`config.mk`:
```
export PLATFORM = sky130hd
export DESIGN_NAME = note_entry_ctrl
export DESIGN_NICKNAME = d
export VERILOG_FILES = /design/src/rtl/note_entry_ctrl_pkg.sv /design/src/rtl/note_entry_ctrl_debounce.sv /design/src/rtl/note_entry_ctrl.sv
export SDC_FILE = /design/constraint.sdc
export NUM_CORES = 1
export LEC_CHECK = 0
export CAP_MARGIN = 20
export CORE_MARGIN = 4
export CORE_UTILIZATION = 42
export CTS_BUF_LIST = sky130_fd_sc_hd__clkbuf_2 sky130_fd_sc_hd__clkbuf_4 sky130_fd_sc_hd__clkbuf_8
export CTS_CLUSTER_DIAMETER = 80
export DETAILED_ROUTE_END_ITERATION = 6
export PLACE_DENSITY = 0.54
export SLEW_MARGIN = 15
export SYNTH_ARGS = -nofsm -noshare
export SYNTH_HDL_FRONTEND = slang
export SYNTH_SLANG_ARGS = --single-unit
```
`constraint.sdc`:
```
create_clock -name clk -period 2.6 [get_ports clk]
set_clock_uncertainty 0.1 [all_clocks]
set_input_delay 0.52 -clock clk [delete_from_list [all_inputs] [get_ports clk]]
set_output_delay 0.52 -clock clk [all_outputs]
set_load 0.03 [all_outputs]
```
`src/rtl/note_entry_ctrl_pkg.sv`:
```
// Shared note codes and entry FSM states for the note-entry front end and the
// sequence recognizer downstream of it.
package note_entry_ctrl_pkg;

  typedef enum logic [2:0] {
    NOTE_X = 3'b000,
    NOTE_C = 3'b001,
    NOTE_D = 3'b010,
    NOTE_E = 3'b011,
    NOTE_F = 3'b100,
    NOTE_G = 3'b101,
    NOTE_A = 3'b110,
    NOTE_B = 3'b111
  } note_t;

  typedef enum logic {
    IDLE     = 1'b0,
    WAIT_REL = 1'b1
  } state_t;

  // Key index i maps to note code i+1; only meaningful when at most one key is set.
  function automatic note_t encode_key(input logic [6:0] keys);
    note_t code;
    code = NOTE_X;
    for (int i = 0; i < 7; i++) begin
      if (keys[i]) code = note_t'(3'(i + 1));
    end
    return code;
  endfunction

  function automatic logic multi_key(input logic [6:0] keys);
    return (keys & (keys - 7'd1)) != 7'd0;
  endfunction

endpackage

```
`src/rtl/note_entry_ctrl_debounce.sv`:
```
// Two-flop synchroniser followed by a counter debouncer: the output only
// follows the input after DEBOUNCE_CYCLES consecutive differing cycles.
module debounce #(
  parameter int DEBOUNCE_CYCLES = 4,
  parameter int CNT_W           = 19
) (
  input  logic clk,
  input  logic reset,
  input  logic raw,
  output logic stable
);

  logic             sync1;
  logic             sync2;
  logic [CNT_W-1:0] cnt;

  always_ff @(posedge clk) begin
    if (reset) begin
      sync1  <= 1'b0;
      sync2  <= 1'b0;
      stable <= 1'b0;
      cnt    <= '0;
    end else begin
      sync1 <= raw;
      sync2 <= sync1;
      if (sync2 == stable) begin
        cnt <= '0;
      end else if (cnt == CNT_W'(DEBOUNCE_CYCLES - 1)) begin
        stable <= sync2;
        cnt    <= '0;
      end else begin
        cnt <= cnt + CNT_W'(1);
      end
    end
  end

endmodule

```
`src/rtl/note_entry_ctrl.sv`:
```
// Panel front end: debounces keys/tone/confirm and emits one ok pulse per
// confirm press with the selected note and tone registered alongside it.
module note_entry_ctrl #(
  parameter int DEBOUNCE_CYCLES = 4,
  parameter int CNT_W           = 19
) (
  input  logic       clk,
  input  logic       reset,
  input  logic [6:0] key_raw,
  input  logic       tone_raw,
  input  logic       confirm_raw,
  output logic       ok,
  output logic [2:0] note,
  output logic       tone,
  output logic       key_err,
  output logic [3:0] entry_count
);
  import note_entry_ctrl_pkg::*;

  logic [6:0] key_stable;
  logic       tone_stable;
  logic       conf_stable;
  logic       conf_prev;
  logic       conf_rise;
  logic       multi;
  note_t      enc_note;
  state_t     state;

  for (genvar i = 0; i < 7; i++) begin : g_key
    debounce #(.DEBOUNCE_CYCLES(DEBOUNCE_CYCLES), .CNT_W(CNT_W)) u_key (
      .clk(clk), .reset(reset), .raw(key_raw[i]), .stable(key_stable[i])
    );
  end

  debounce #(.DEBOUNCE_CYCLES(DEBOUNCE_CYCLES), .CNT_W(CNT_W)) u_tone (
    .clk(clk), .reset(reset), .raw(tone_raw), .stable(tone_stable)
  );

  debounce #(.DEBOUNCE_CYCLES(DEBOUNCE_CYCLES), .CNT_W(CNT_W)) u_conf (
    .clk(clk), .reset(reset), .raw(confirm_raw), .stable(conf_stable)
  );

  assign enc_note  = encode_key(key_stable);
  assign multi     = multi_key(key_stable);
  assign conf_rise = conf_stable & ~conf_prev;

  // ok/key_err are cleared on every cycle after capture, so each press yields a single-cycle pulse.
  always_ff @(posedge clk) begin
    if (reset) begin
      state       <= IDLE;
      conf_prev   <= 1'b0;
      ok          <= 1'b0;
      key_err     <= 1'b0;
      note        <= 3'b000;
      tone        <= 1'b0;
      entry_count <= 4'd0;
    end else begin
      conf_prev <= conf_stable;
      ok        <= 1'b0;
      key_err   <= 1'b0;
      case (state)
        IDLE: begin
          if (conf_rise) begin
            if (multi) begin
              key_err <= 1'b1;
            end else begin
              note <= enc_note;
              tone <= tone_stable;
              ok   <= 1'b1;
              if (entry_count != 4'hF) entry_count <= entry_count + 4'd1;
            end
            state <= WAIT_REL;
          end
        end
        WAIT_REL: begin
          if (!conf_stable) state <= IDLE;
        end
        default: state <= IDLE;
      endcase
    end
  end

endmodule

```
After elaboration in Yosys (flattened, before gate mapping)
Index checks and enable logic that the tools add are counted.
W data, S select, Z words.
Storage, ports and cells
  register bits: 210
  bits in latches: 0
  memory bits (writable): 0
  ROM bits: 0
  input port bits: 11
  output and inout bits: 10
  word-level logic and storage cells: 122
  memories kept: 0
Operators by class
  add/sub/neg operators: 11
  multipliers: 0
  div/mod/pow operators: 0
  $lt $le $gt $ge: 0
  equality and inequality tests: 19
  shift operators: 0
  multiplexer cells: 12
  bitwise logic cells: 15
  reduce and logical (&&, ||, !) cells: 22
Operator list (count)
  $add A19 B1 Y19 const B: 9
  $eq A19 B2 Y1 const B: 9
  $reduce_or A3 Y1: 10
  $mux W3: 6
  $reduce_and A2 Y1: 9
  $not A1 Y1: 13
  $eq A1 B1 Y1: 9
  $and A7 B7 Y7: 1
  $reduce_bool A7 Y1: 1
  $sub A7 B1 Y7 const B: 1
  $mux W1: 5
  $add A4 B1 Y4 const B: 1
  $ne A4 B4 Y1 const B: 1
  $reduce_and A4 Y1: 1
  $reduce_and A3 Y1: 1
  $pmux W1 S2: 1
  $and A1 B1 Y1: 1

Depth between registers and ports, before layout
Gate-level depths: netlist (run 1).
  depth in word-level cells: 7
  gate-level depth with buffers: 6
  depth with buffers taken out: 5

By module
A second synthesis (run 1) with hierarchy kept.
Second synthesis, totals
  cell total of the unflattened synthesis: 1062
  area, all modules: 9339.0 µm²
By module, submodules not included
  debounce: instances 9, cells an instance 110, area an instance 967.2 µm², sequential area each 440.4 µm²
  note_entry_ctrl: instances 1, cells an instance 72, area an instance 634.4 µm², sequential area each 240.2 µm²

Worst setup path after synthesis (run 1)
OpenSTA, ideal clock, no wires.
  path type: reg-to-reg
  start: register u_tone.cnt[0]
  end: register u_tone.cnt[10]
  arrival time: 1699 ps
  setup slack: 684 ps
  stages on the path, launching flop included: 7
  cell sequence: dfxtp_1 -> ha_1 -> nor4b_1 -> nand2_1 -> o211ai_1 -> buf_2 -> nor2_1
On the way
  word-level cells in the longest chain between the ends: 2
  elaborated cells between the ends (all ways): 3
  those cells by class: add/sub: 1; eq/ne: 1; reduce/logical: 1
RTL lines
  start: declaration: line note_entry_ctrl_debounce.sv:15  | logic [CNT_W-1:0] cnt;
  start signal: assignment: line note_entry_ctrl_debounce.sv:32  | cnt <= cnt + CNT_W'(1);
  parallel branches: the longest is 2 deep, another holds $add A19 B1 Y19
Parallel ways; which one is timed is not known.
A chain may end at the register's enable or synchronous reset.

Worst setup path in the final report (run 1)
  start: register entry_count[2]
  end: output entry_count[2]
RTL lines
  start: declaration: line note_entry_ctrl.sv:16  | output logic [3:0] entry_count
  start signal: assignment: line note_entry_ctrl.sv:70  | if (entry_count != 4'hF) entry_count <= entry_count + 4'd1;
No word-level cell between the ends.

==> summary.md, run 1 <==
| Metric | Value |
|---|---|
| Placed cells | 1342 |
| Worst-path clk slew | 0.06 ns |
| Std-Cell Rows | 54 |
| Mapped Area | 0.00928 mm2 |
| Worst slew pin tran | 0.848 ns |
| Fillcell total | 2140 |
| Compound-Gate Fraction of Synth Area | 0.0879 |
| Status | completed |
| GR Overflow Total | 0 |
| Gr busiest metal | met2 |
| Top post-synthesis cells by area | dfxtp_1 45%, xnor2_1 6.4%, nor2_1 6.4%, xor2_1 5.2%, nand3_1 3.6% |
| Iteration-0 DRC Markers | 287 |
| Worst hold path type | reg -> reg |
| Sequential cell area | 0.00420 mm2 |
| Routed wire length | 19000 um |
| Worst VDD drop | 0.381 mV |
| Mux contribution to synthesized area | 0.00229 |
| First-pass GRT wire length | 32500 um |
| Final setup violation count | 0 |
| Mapped Nets | 1090 |
| #FFs+latches synth | 210 |
| Slew HR | 0.433 |
| Leak | 3.28 nW |
| Yosys top cell area share | 0.453 |
| CP max FO | 5 |
| N_diodes | 0 |
| Routing usage on met3 | 0.0315 |
| CTS tree | done |
| Post-cts hold buffer count | 0 |
| Most frequent cells in the layout | 210 x dfxtp_1, 157 x nor2_1, 68 x xnor2_1 |
| Total track usage | 0.155 |
| Crit path DAT | 1.66 ns |
| Share of post-route cells with drive strength above 1 | 0.0817 |
| Max clock buf depth | 3 |
| CP Capture Type | output port |
| Setup TNS | 0 ns |
| Clock sink total | 210 |
| H-tree Lvls | 2 |
| Req. time, crit path | 1.98 ns |
| Post-CTS repair timing setup buffer count | 0 |
| CP Buf/Inv Count | 1 |
| Core ar. | 0.0218 mm2 |
| Pins Over Slew Limit | 0 |
| Vias | 7407 |
| Slowest stage delay, CP | 0.71 ns |
| Met1 Track Usage GR | 0.216 |
| Fin crit period | 2.28 ns |
| Worst-Skew Late Latency | 0.52 ns |
| Post-Synth Simple-Gate Area | 0.296 |
| RePlAce Congestion | 0.788 |
| Antenna viol nets, final | 0 |
| Die Width | 157 um |
| Final hold violation count | 0 |
| Final non-filler cell total | 1406 |
| Inserted Clock Buffers | 39 |
| Initial Util | 0.426 |
| Critical-path top delay cell | clkdlybuf4s50_1 |
| Post-synth EDFFs | 0 |
| Commonest non-fill, non-tap cell in the layout | dfxtp_1 |
| Largest net degree at the start of global routing | 30 |
| Root Buffer | clkbuf_8 |
| Syn. warnings | 0 |
| CP Class | reg -> out |
| Area growth syn-to-layout | 13.3% |
| Number of remaining DRC errors | 0 |
| DR pass1 iterations | 4 |
| Post-synth ARST share | 0 |
| # IOs | 21 |
| DR WL/cell | 13.5 um |
| Critical path cell sequence | clkdlybuf4s50_1 |
| Vias in the first global route | 6804 |
| Post-synthesis xor/xnor area fraction | 0.116 |
| Via/cell ratio | 5.27 |
| Largest family of logic cells by synthesized area | simple AND/OR/NAND/NOR gates |
| Worst setup SP type | register |
| Fin nets | 1124 |
| Max cap viols | 0 |
| Die area | 0.0245 mm2 |
| Initial antenna violation count | 0 |
| Detail Placement HPWL | 12500 um |
| Pwr per Cell Area | 615 mW/mm2 |
| PortBufs | 20 |
| Crit path max-delay family | buffers and inverters |
| Post-synthesis adder-cell area fraction | 0.0135 |
| Fin crit share | 0.875 |
| Grt met2 use | 0.239 |
| Sequential-to-total area share from yosys stat | 0.453 |
| Highest Clock Rate | 439 MHz |
| Post-CTS resize count | 0 |
| Mean post-synth cell area | 8.68 um2 |
| Yosys top cell by area | dfxtp_1 |
| Mapped Cells | 1069 |
| Die Y | 157 um |
| Unrepaired setup endpoints after global routing | no |
| Unique cell type count in the Yosys netlist | 49 |
| Area of the multi-input gates | 0.00479 mm2 |
| Main synth FF type | dfxtp_1 |
==> final cells by class <==
type,instances,area share
Inverter,42,0.0150
Sequential cell,210,0.400
Tap cell,280,0.0333
Clock buffer,64,0.0731
Multi-Input combinational cell,784,0.455
Timing Repair Buffer,26,0.0233
==> per-layer routing <==
layer	up-vias	share of wire	wire, um
met5	-	0	0
met4	0	0.027	519
met3	48	0.036	683
met2	94	0.43	8150
met1	3395	0.51	9640
li1	3870	-	-
==> Yosys cell counts (all sizes together) (13+ instances only) <==
cell	n
dfxtp	210
nor2	157
xnor2	68
nand3	67
xor2	55
a21oi	48
nand4	48
nor4	48
nand2	47
inv	42
o21ai	34
or3	33
nor3	30
clkbuf	29
nor2b	19
and4	17
and3	16
o21a	14
or4	13
==> cell families after synthesis <==
family          Yosys count
xor+xnor                123
fa+ha+maj                10
compound gates          128
simple gates            521
mux                       2
buf+inv                  75
flops                   210
==> final timing paths <==
check	startpoint	endpoint	slack (ns)	depth (start not counted)
worst max-delay path	entry_count[2]	entry_count[2]	0.32	1
worst min-delay path	g_key[3].u_key.sync1	g_key[3].u_key.sync2	0.33	1
worst max register to register	g_key[4].u_key.cnt[0]	g_key[4].u_key.cnt[8]	0.39	5
worst min register to register	g_key[3].u_key.sync1	g_key[3].u_key.sync2	0.33	1
==> per-stage QoR <==
step	hold WS, ns	cell area [um2]	total power [mW]	setup WS, ns	utilization
after floorplan	0.314	9280	3.36	0.684	-
after global placement	0.316	9740	3.40	0.344	0.448
after detailed placement	0.326	9740	3.40	0.292	0.448
after CTS	0.335	10500	6.59	0.264	0.483
after global routing	0.349	10500	6.75	0.167	0.483
final	0.327	10500	6.46	0.324	0.483
==> registers in the layout, summed over array words and instances (netlist names), 3 cells and up <==
name	count
g_key.u_key.stable	7
g_key.u_key.sync2	7
g_key.u_key.sync1	7
entry_count	4
g_key.u_key.cnt	133
u_tone.cnt	19
note	3
u_conf.cnt	19
==> power breakdown <==
group	total, mW	internal (mW)	switching [mW]
registers	3.25	3.24	0.00933
clock network	3.14	1.84	1.30
logic	0.0789	0.0310	0.0479
Note: power is estimated with default switching activity, not from simulation.
==> run 2: changes to the inputs <==
Settings changed: CORE_ASPECT_RATIO from default to 0.9.
==> run 2 against run 1 <==
Effect of this change: routed wire length decreased by 2.5%; worst hold slack gained 0.0055 ns; highest routed layer unchanged; via count is 1.5% lower; die area barely moved; utilization increased by 0.48 points; power is 2.9% higher; maximum frequency is 0.31% higher; clock power up 6%; largest cell class unchanged; combinational power shrank 2%; clock-buffer cell count shrank 3.
==> summary.md, run 2 (synthesized netlist as in run 1, its figures left out) <==
| Metric | Value |
|---|---|
| Post-CTS resize count | 0 (unchanged) |
| Largest register FFs | 133 (unchanged) |
| Reg-to-reg slack, setup | 0.37 ns (-0.02 ns) |
| Std-Cell Rows | 51 (-5.6%) |
| CP Capture Type | output port |
| Req. time, crit path | 1.98 ns (about the same) |
| Crit path max-delay family | buffers and inverters |
| DR pass1 iterations | 4 (unchanged) |
| Worst-path clk slew | 0.06 ns (about the same) |
| Area growth syn-to-layout | 14.1% |
| Pwr per Cell Area | 628 mW/mm2 (+2.2%) |
| Highest Clock Rate | 441 MHz (+0.31%) |
| CTS tree | done |
| Commonest non-fill, non-tap cell in the layout | dfxtp_1 |
| Area of the multi-input gates | 0.00479 mm2 (unchanged) |
| Worst-Skew Late Latency | 0.51 ns (about the same) |
| Fin crit share | 0.873 (-0.00270) |
| Worst setup SP type | register |
| Most frequent cells in the layout | 210 x dfxtp_1, 157 x nor2_1, 68 x xnor2_1 |
| Slowest stage delay, CP | 0.74 ns (+0.03 ns) |
| Max clock buf depth | 3 (unchanged) |
| CP max FO | 5 (unchanged) |
| Post-CTS repair timing setup buffer count | 0 (unchanged) |
| Pre-CTS WS | 0.261 ns (-0.0308 ns) |
| N_diodes | 0 (unchanged) |
| Reg-to-Reg Start | g_key[4].u_key.cnt[0] |
| Top reg by flops | g_key.u_key.cnt |
| Detail Placement HPWL | 12400 um (-1.0%) |
| Grt met2 use | 0.222 (-0.0170) |
| Pins Over Slew Limit | 0 (unchanged) |
| CP Class | reg -> out |
| Vias in the first global route | 6732 (-1.1%) |
| Initial antenna violation count | 0 (unchanged) |
| Largest net degree at the start of global routing | 30 (unchanged) |
| Iteration-0 DRC Markers | 426 (+48%) |
| Root Buffer | clkbuf_8 |
| Fin nets | 1121 (-0.27%) |
| R2R Path End | g_key[4].u_key.cnt[2] |
| Max cap viols | 0 (unchanged) |
| Crit path DAT | 1.65 ns (about the same) |
| Util after Layout | 0.488 (+0.00480) |
| Sequential cell area | 0.00420 mm2 (unchanged) |
| # IOs | 21 (unchanged) |
| Setup TNS | 0 ns (unchanged) |
| Worst R2R Path Depth | 5 (unchanged) |
| Final worst slack | 0.331 ns (+0.00702 ns) |
| Post-cts hold buffer count | 0 (unchanged) |
| Placed cell areas | 0.00974 mm2 (about the same) |
| WHS Endpoint | u_conf.sync2 |
| Antenna viol nets, final | 0 (unchanged) |
| Die Y | 149 um (-4.9%) |
| GR Overflow Total | 0 (unchanged) |
| Top Registers | g_key.u_key.cnt: 133 flops, u_conf.cnt: 19 flops, u_tone.cnt: 19 flops |
| DR WL/cell | 13.1 um (-3.3%) |
| Number of remaining DRC errors | 0 (unchanged) |
| Worst VDD drop | 0.335 mV (-12%) |
| Critical-path top delay cell | clkdlybuf4s50_1 |
| CP Buf/Inv Count | 1 (unchanged) |
| Routing usage on met3 | 0.0332 (+0.00163) |
| Fin area | 0.0106 mm2 (+0.71%) |
| Min-delay src | u_conf.sync1 |
| Gr busiest metal | met1 |
| Unrepaired setup endpoints after global routing | no |
| PortBufs | 20 (unchanged) |
| Routed wire length | 18500 um (-2.5%) |
| Die area | 0.0245 mm2 (about the same) |
| Vias | 7298 (-1.5%) |
| Total track usage | 0.153 (-0.00163) |
| Fin crit period | 2.27 ns (-0.00702 ns) |
| Clock sink total | 210 (unchanged) |
| Worst hold path type | reg -> reg |
| Worst slew pin tran | 0.844 ns (-0.00358 ns) |
| Die Width | 165 um (+5.1%) |
| Core ar. | 0.0217 mm2 (-0.28%) |
| Slew HR | 0.435 (+0.00239) |
| Leak | 3.30 nW (+0.66%) |
| Critical path cell sequence | clkdlybuf4s50_1 |
| Initial Util | 0.428 (+0.00118) |
| Final hold violation count | 0 (unchanged) |
| Status | completed |
| First-pass GRT wire length | 32100 um (-1.1%) |
| Fillcell total | 2143 (+0.14%) |
| Share of post-route cells with drive strength above 1 | 0.0825 (+0.000815) |
| Worst hold path depth | 1 (unchanged) |
| Via/cell ratio | 5.15 (-2.3%) |
| RePlAce Congestion | 0.774 (-1.7%) |
| H-tree Lvls | 2 (unchanged) |
| Met1 Track Usage GR | 0.226 (+0.0104) |
| Inserted Clock Buffers | 38 (-2.6%) |
| Final setup violation count | 0 (unchanged) |
run 2: cell type report:
| class | count | area share |
|---|---|---|
| clock buffer | 61 | 0.0740 |
| clock inverter | 6 | 0.00579 |
| inverter | 42 | 0.0149 |
| multi-input combinational | 784 | 0.452 |
| sequential | 210 | 0.397 |
| tap | 291 | 0.0344 |
| timing repair buffer | 24 | 0.0217 |
run 2: worst max-delay path by stage:
| stage | start | endpoint | cells past startpoint |
|---|---|---|---|
| 2_1_floorplan | u_tone.cnt[0] | u_tone.cnt[10] | 6 |
| 3_3_place_gp | reset | g_key[5].u_key.cnt[16] | 4 |
| 3_5_place_dp | reset | g_key[4].u_key.cnt[18] | 4 |
| 4_1_cts | entry_count[2] | entry_count[2] | 1 |
| 5_1_grt | g_key[4].u_key.cnt[0] | g_key[4].u_key.cnt[2] | 5 |
| 6_report | entry_count[2] | entry_count[2] | 1 |
run 2: power breakdown:
group	internal [mW]	leakage, nW	switching (mW)	total [mW]
clock	2.01	0.445	1.32	3.33
sequential	3.24	1.70	0.00886	3.25
combinational	0.0301	1.16	0.0469	0.0770
total	5.27	3.30	1.37	6.65
run 2: through the flow:
step                      power [mW]  hold WS (ns)  cells
after global routing            6.94         0.353   1418
after floorplan                 3.36         0.314   1069
after detailed placement        3.39         0.325   1351
final                           6.65         0.332   1418
after CTS                       6.81         0.339   1418
after global placement          3.39         0.316   1351
run 2: per-layer routing:
metal	up-vias	share of wire
met5	-	0
met4	0	0.023
met3	36	0.038
met2	84	0.41
met1	3306	0.53
li1	3872	-
==> run 3: changes to the inputs <==
Settings changed: HOLD_SLACK_MARGIN from default to 0.12.
==> results of run 3 <==
Same layout as run 2: the final DEF is identical, and so are final timing and power.
